$ cat src/rtl/rst_seq_pkg.sv
`default_nettype none
// ============================================================================
// Module      : rst_seq_pkg
// Description : Shared types and helpers for the reset sequencer.
//               Provides the sequencer state encoding and the width helper
//               for the domain index counter.
// Revision    : 1.0 - initial release
// ============================================================================
package rst_seq_pkg;

  typedef enum logic [1:0] {
    WAIT_LOCK = 2'd0,
    HOLD      = 2'd1,
    RELEASE   = 2'd2,
    RUN       = 2'd3
  } state_t;

  // Width needed to hold a domain index in the range 0..n.
  function automatic int idx_w(input int n);
    return $clog2(n + 1);
  endfunction

endpackage
`default_nettype wire

$ cat src/rtl/sync_ff.sv
`default_nettype none
// ============================================================================
// Module      : sync_ff
// Description : STAGES-deep single-bit synchroniser with asynchronous
//               active-low clear to 0.
// Ports       : clk   - destination clock
//               rst_n - asynchronous active-low clear
//               d     - asynchronous input bit
//               q     - synchronised output (last flop of the chain)
// Revision    : 1.0 - initial release
// ============================================================================
module sync_ff #(
  parameter int STAGES = 2
) (
  input  logic clk,
  input  logic rst_n,
  input  logic d,
  output logic q
);

  logic [STAGES-1:0] r_sync;

  always_ff @(posedge clk or negedge rst_n) begin
    if (!rst_n) begin
      r_sync <= '0;
    end else begin
      r_sync <= {r_sync[STAGES-2:0], d};
    end
  end

  assign q = r_sync[STAGES-1];

endmodule
`default_nettype wire

$ cat src/rtl/rst_seq_ctrl.sv
`default_nettype none
// ============================================================================
// Module      : rst_seq_ctrl
// Description : Reset sequencer. Qualifies the clock-wizard lock, holds all
//               domains in reset for HOLD_CYC cycles, then releases N_RST
//               active-low domain resets one at a time, STEP_CYC apart.
//               Re-sequences on loss of lock or on a software request.
// Ports       : clk          - sequencer clock
//               rst_n        - asynchronous active-low reset
//               locked       - clock-wizard lock (asynchronous)
//               soft_rst_req - one-cycle request to re-run the sequence
//               rst_n_out    - per-domain active-low resets (registered)
//               ready        - all domains out of reset (registered)
//               busy         - sequence in progress (registered)
// Revision    : 1.0 - initial release
// ============================================================================
module rst_seq_ctrl
  import rst_seq_pkg::*;
#(
  parameter int SYNC_STAGES = 2,
  parameter int N_RST       = 3,
  parameter int HOLD_CYC    = 16,
  parameter int STEP_CYC    = 4,
  parameter int CNT_W       = 8
) (
  input  logic             clk,
  input  logic             rst_n,
  input  logic             locked,
  input  logic             soft_rst_req,
  output logic [N_RST-1:0] rst_n_out,
  output logic             ready,
  output logic             busy
);

  localparam int                IDX_W       = idx_w(N_RST);
  localparam logic [CNT_W-1:0]  c_hold_last = CNT_W'(HOLD_CYC - 1);
  localparam logic [CNT_W-1:0]  c_step_last = CNT_W'(STEP_CYC - 1);
  localparam logic [IDX_W-1:0]  c_idx_last  = IDX_W'(N_RST - 1);

  logic             w_lk_s;

  state_t           r_state, w_state_nxt;
  logic [CNT_W-1:0] r_cnt,   w_cnt_nxt;
  logic [IDX_W-1:0] r_idx,   w_idx_nxt;
  logic [N_RST-1:0] r_rst_n_out, w_rst_n_out_nxt;
  logic             r_ready, w_ready_nxt;
  logic             r_busy,  w_busy_nxt;
  logic [N_RST-1:0] w_rel_mask;

  sync_ff #(
    .STAGES (SYNC_STAGES)
  ) u_lock_sync (
    .clk   (clk),
    .rst_n (rst_n),
    .d     (locked),
    .q     (w_lk_s)
  );

  // One-hot select of the domain released at the end of the current step.
  always_comb begin
    w_rel_mask = '0;
    for (int k = 0; k < N_RST; k++) begin
      if (r_idx == IDX_W'(k)) w_rel_mask[k] = 1'b1;
    end
  end

  // Next-state and next-output logic. Outputs are computed one cycle early
  // and registered, so nothing combinational reaches the ports.
  always_comb begin
    w_state_nxt     = r_state;
    w_cnt_nxt       = r_cnt;
    w_idx_nxt       = r_idx;
    w_rst_n_out_nxt = r_rst_n_out;
    w_ready_nxt     = r_ready;
    w_busy_nxt      = r_busy;

    case (r_state)
      WAIT_LOCK: begin
        w_rst_n_out_nxt = '0;
        w_ready_nxt     = 1'b0;
        w_busy_nxt      = 1'b0;
        w_cnt_nxt       = '0;
        w_idx_nxt       = '0;
        if (w_lk_s) begin
          w_state_nxt = HOLD;
          w_busy_nxt  = 1'b1;
        end
      end

      HOLD: begin
        if (r_cnt == c_hold_last) begin
          w_rst_n_out_nxt[0] = 1'b1;
          w_cnt_nxt          = '0;
          if (N_RST == 1) begin
            w_state_nxt = RUN;
            w_ready_nxt = 1'b1;
            w_busy_nxt  = 1'b0;
          end else begin
            w_state_nxt = RELEASE;
            w_idx_nxt   = IDX_W'(1);
          end
        end else begin
          w_cnt_nxt = r_cnt + CNT_W'(1);
        end
      end

      RELEASE: begin
        if (r_cnt == c_step_last) begin
          w_rst_n_out_nxt = r_rst_n_out | w_rel_mask;
          w_cnt_nxt       = '0;
          if (r_idx == c_idx_last) begin
            w_state_nxt = RUN;
            w_ready_nxt = 1'b1;
            w_busy_nxt  = 1'b0;
          end else begin
            w_idx_nxt = r_idx + IDX_W'(1);
          end
        end else begin
          w_cnt_nxt = r_cnt + CNT_W'(1);
        end
      end

      RUN: begin
        if (soft_rst_req) begin
          w_state_nxt     = HOLD;
          w_rst_n_out_nxt = '0;
          w_ready_nxt     = 1'b0;
          w_busy_nxt      = 1'b1;
          w_cnt_nxt       = '0;
          w_idx_nxt       = '0;
        end
      end

      default: begin
        w_state_nxt = WAIT_LOCK;
      end
    endcase

    // Lock loss overrides everything, including a same-cycle soft request.
    if (!w_lk_s && (r_state != WAIT_LOCK)) begin
      w_state_nxt     = WAIT_LOCK;
      w_rst_n_out_nxt = '0;
      w_ready_nxt     = 1'b0;
      w_busy_nxt      = 1'b0;
      w_cnt_nxt       = '0;
      w_idx_nxt       = '0;
    end
  end

  always_ff @(posedge clk or negedge rst_n) begin
    if (!rst_n) begin
      r_state     <= WAIT_LOCK;
      r_cnt       <= '0;
      r_idx       <= '0;
      r_rst_n_out <= '0;
      r_ready     <= 1'b0;
      r_busy      <= 1'b0;
    end else begin
      r_state     <= w_state_nxt;
      r_cnt       <= w_cnt_nxt;
      r_idx       <= w_idx_nxt;
      r_rst_n_out <= w_rst_n_out_nxt;
      r_ready     <= w_ready_nxt;
      r_busy      <= w_busy_nxt;
    end
  end

  assign rst_n_out = r_rst_n_out;
  assign ready     = r_ready;
  assign busy      = r_busy;

endmodule
`default_nettype wire

$ cat config.mk
export PLATFORM = sky130hd
export DESIGN_NAME = rst_seq_ctrl
export DESIGN_NICKNAME = d
export VERILOG_FILES = /design/src/rtl/rst_seq_pkg.sv /design/src/rtl/sync_ff.sv /design/src/rtl/rst_seq_ctrl.sv
export SDC_FILE = /design/constraint.sdc
export NUM_CORES = 1
export LEC_CHECK = 0
export CORE_MARGIN = 10
export CORE_UTILIZATION = 40
export DETAILED_ROUTE_END_ITERATION = 16
export PLACE_DENSITY_LB_ADDON = 0.08
export SLEW_MARGIN = 20
export SYNTH_ARGS = -nofsm -noshare
export SYNTH_HDL_FRONTEND = slang
export SYNTH_SLANG_ARGS = --single-unit
$ cat constraint.sdc
create_clock -name clk -period 3.6 [get_ports clk]
set_input_delay 0.72 -clock clk [delete_from_list [all_inputs] [get_ports clk]]
set_output_delay 0.72 -clock clk [all_outputs]
set_load 0.1 [all_outputs]
* After elaboration in Yosys (flattened, before gate mapping)
Index checks and enable logic that the tools add are counted.
Storage, ports and cells: bits in writable memories 0, output and inout port bits 5, memory bits (read-only) 0, memories kept 0, latch bits 0, flip-flop bits (word level) 19
Cells by class: shift-type cells 0, $mul 0, bitwise logic cells 1, divide/modulo/power cells 0, reductions and logical operators 11, $add $sub $neg 2, equality and inequality tests 13, order comparisons 0, multiplexer cells 38
Operators by type and width (number):
- two-way mux 8 bit | 4
- case mux 8 bit (4 select lines) | 1
- two-way mux 2 bit | 11
- case mux 2 bit (4 select lines) | 2
- != test 3 bit (second input constant) | 5
- two-way mux 1 bit | 13
- two-way mux 3 bit | 3
- adder 8 x 1 -> 8 bit (second input constant) | 1
- equality test 8 x 2 -> 1 bit (second input constant) | 1
- equality test 8 x 4 -> 1 bit (second input constant) | 1
- AND reduction 4 bit | 2
- equality test 2 bit (second input constant) | 3
- case mux 1 bit (3 select lines) | 2
- case mux 2 bit (3 select lines) | 1
- AND reduction 3 bit | 2
- AND reduction 5 bit | 1
- equality test 2 x 1 -> 1 bit (second input constant) | 2
- logical NOT 2 bit | 2
- case mux 1 bit (4 select lines) | 1
- nonzero test 4 bit | 1
- != test 3 x 2 -> 1 bit (second input constant) | 1
- bitwise OR 3 bit | 1
- adder 2 x 1 -> 2 bit (second input constant) | 1
- nonzero test 2 bit | 1
- other kinds (2) | 2

* Depth between registers and ports, before layout
depth in word-level cells 6, mapped depth 7, gate-level depth less buffers 6

* Modules after synthesis
From an unflattened synthesis, not the netlist that was laid out.
Second synthesis, totals: cell total of the unflattened synthesis 127, area, all modules 1218.7 um2
Modules (own cells, without submodules):
- rst_seq_ctrl | cells an instance 125, times used 1, area each 1168.6 um2
- sync_ff | cells an instance 2, times used 1, area each 50.0 um2

* Least setup slack after synthesis
OpenSTA, ideal clock, no wires.
kind flip-flop to flip-flop, from register r_state[1], to register r_idx[0], arrival 1810 ps, required time 3472 ps, path slack 1663 ps, library setup time 128 ps, stages on the path, launching flop included 8, buffers on the path 1, period minus slack after synthesis 1937 ps, cell sequence dfrtp_1 inv_1 ha_1 or2_1 buf_6 and2_4 a221oi_2 mux2_1
On the way: cells in the longest elaborated chain, start to end 4
RTL lines:
- start, declared | RTL line rst_seq_ctrl.sv:42 | state_t r_state, w_state_nxt;
- start signal, assigned | RTL line rst_seq_ctrl.sv:159 | r_state <= w_state_nxt;
- nonzero test 2 bit | RTL line rst_seq_ctrl.sv:140 | if (!w_lk_s && (r_state != WAIT_LOCK)) begin
- logical AND 1 bit | RTL line rst_seq_ctrl.sv:140
- != test 3 bit (no line)
- AND reduction 4 bit (no line)
- end signal, assigned | RTL line rst_seq_ctrl.sv:161 | r_idx <= w_idx_nxt;
- end, declared | RTL line rst_seq_ctrl.sv:44 | logic [IDX_W-1:0] r_idx, w_idx_nxt;
Parallel ways exist; a longest one is shown, timed or not. A chain may end at the register's enable or synchronous reset.

* Worst setup path after layout
from register r_rst_n_out[0] (netlist: rst_n_out[0]), to output port rst_n_out[0]
RTL lines:
- start, declared | RTL line rst_seq_ctrl.sv:45 | logic [N_RST-1:0] r_rst_n_out, w_rst_n_out_nxt;
- start signal, assigned | RTL line rst_seq_ctrl.sv:162 | r_rst_n_out <= w_rst_n_out_nxt;
- end, declared | RTL line rst_seq_ctrl.sv:30 | output logic [N_RST-1:0] rst_n_out,
No word-level cell between the ends.

==> results.ini <==
[power]
p_per_area_mw_per_mm2 = 665
peakVddDrop_v = 0.000220
fin_total_pwr_uw = 904
p_leak_nw = 0.571

[cts]
cts_max_path_buffers = 2
clk_pin_slew_worst_paths_ps = 120
cts_root_buf = clkbuf_4
cts_tree = yes
post-cts-setup-buffers = 0
cts_hold_buf = 0
cts_buffers = 3
cts.sinks = 19
clk_latency_ps = 300
ctsResizeCount = 0
cts_max_level = 1

[synth]
synth_nets = 141
synth_area_leaders = dfrtp_1, ha_1, a21oi_1
yosysTopAreaCell = dfrtp_1
synth_area_mm2 = 0.00123
synth.most_common_cell = dfrtp_1
ys_types = 38
syn_area_per_cell_um2 = 9.53
yosys_most_used_dff = dfrtp_1
synthArstFlopShare = 1.00
syn_inst = 129
yosys_warnings = 0
synth_common_cells = dfrtp_1, nor2_1, nand2_1
ys_seq_elements = 19
synth-edff-count = 0
netlist.area_leader.share = 0.387
synth-seq-area-share = 0.387

[placement]
placed_area_mm2 = 0.00133
port_buffers = 8
dp_slack_ps = 1300
place_congestion = 0.915
hpwlAfterDp_mm = 2.03
place_inst = 168

[final_layout]
area_delta_synth_final_pct = 10.5
postLayoutCellArea_mm2 = 0.00136
fin_cells = 172
n_antenna_cell = 0
fin_nets = 152
drive_above_1_share = 0.0863
final_util = 0.453

[detailed_routing]
dr.pass1.iters = 4
routed_wl_mm = 2.72
vias = 1027
route.detailed.drc = 0
ant_nets = 0
wl_per_cell_um = 15.8
viasPerCell = 5.97
drtIter0Drc = 110

[sta]
worst_pin_slew_ps = 969
skew_ps = 3.92
max_freq_mhz = 388
timing.slew.headroom = 0.352
period_share = 0.716
setup_violations = 0
setup_ws_ps = 1020
hold_violations = 0
layout_min_cycle_time_ps = 2580
maxSlewViolCount = 0
grt_setup_unrepaired = no
whs_ps = 369
tns_ps = 0

[job]
drv_cap = 0

[global_route]
grt_pass1_vias = 1033
antenna_found_initial = 0
grt_max_degree = 20
track_usage = 0.106
globalRouteOverflowTotal = 0
grt_pass1_wl_mm = 4.74

[setup_path]
crit_chain = clkdlybuf4s50_1
max_stage_delay_ps = 1150
crit_required_ps = 2880
cp_max_fo = 4
cp-start-kind = flip-flop
crit_type = flip-flop to primary output
path_delay_family = buffers and inverters
critPathSlowestCell = clkdlybuf4s50_1
critPathBufInv = 1
endpoint_kind = primary output
arrival_ps = 1860

[die]
die_y_um = 75.5
design.core.area_mm2 = 0.00300
start_util = 0.410
die-width_um = 75.5
placementRows = 20
ios = 9
dieArea_mm2 = 0.00569

[worst_hold_path]
hold_path_class = flip-flop to flip-flop

[status]
status = complete, no violations

## sequential cells by signal, summed over array words and instances (netlist names)
register	flops
u_lock_sync.r_sync	2
r_cnt	8
r_idx	2
r_state	2
ready	1
rst_n_out	3
busy	1
## worst paths after layout
kind                                       startpoint  cells past startpoint                    end  slack (ps)
worst min-delay path            u_lock_sync.r_sync[0]                      0  u_lock_sync.r_sync[1]         370
max in group asynchronous                       rst_n                      1               r_cnt[0]        2140
min in group asynchronous                       rst_n                      1             r_state[0]         910
worst min register to register  u_lock_sync.r_sync[0]                      0  u_lock_sync.r_sync[1]         370
worst max register to register             r_state[1]                      6               r_idx[0]        1480
worst max-delay path                     rst_n_out[0]                      1           rst_n_out[0]        1020
## routing by layer
metal / wire length, um / global-route usage / share of wire
met5: 0 / 0 / 0
met4: 24 / 0.0454 / 0.0088
met3: 91 / 0.0208 / 0.034
met2: 1290 / 0.175 / 0.47
met1: 1310 / 0.132 / 0.48
## kinds of logic (layout without fill, tap and decap cells)
logic type / after synthesis / after routing / share of synthesized area
AOI/OAI and AO/OA: 38 / 38 / 0.223
adders and majority gates: 8 / 8 / 0.0814
buffers and inverters: 11 / 21 / 0.0468
DFF: 19 / 19 / 0.387
muxes: 5 / 5 / 0.0427
and+or+nand+nor: 48 / 48 / 0.220
## layout make-up
cell class              instances  area, um^2
clock buffers                   3        22.5
well taps                      33        41.3
multi-input cells              99         697
repair buffers                  9        87.6
flip-flops and latches         19         475
fillers                       303        1640
inverters                       8        30.0
clock inverters                 1        5.00
## layout by cell type, fill, tap and decap left out, types with 3 or more instances in the layout
| cell | count |
|---|---|
| o22ai_1 | 5 |
| o21a_1 | 3 |
| o21ai_1 | 5 |
| dfrtp_1 | 19 |
| nand4_1 | 4 |
| clkbuf_4 | 3 |
| ha_1 | 8 |
| clkdlybuf4s50_1 | 8 |
| a21oi_1 | 9 |
| nand2b_1 | 3 |
| inv_1 | 8 |
| mux2i_1 | 3 |
| nand3_1 | 6 |
| nor2_1 | 11 |
| nand2_1 | 10 |
| a31oi_1 | 5 |
## where the power goes
| part | switching (mW) | internal [mW] | leakage (nW) |
|---|---|---|---|
| Combinational | 0.331 | 0.185 | 0.301 |
| Clock | 0.0722 | 0.0414 | 0.0177 |
| Sequential | 0.0286 | 0.245 | 0.252 |
| Total | 0.432 | 0.472 | 0.571 |
No activity file was read; power rests on OpenSTA's default activity.
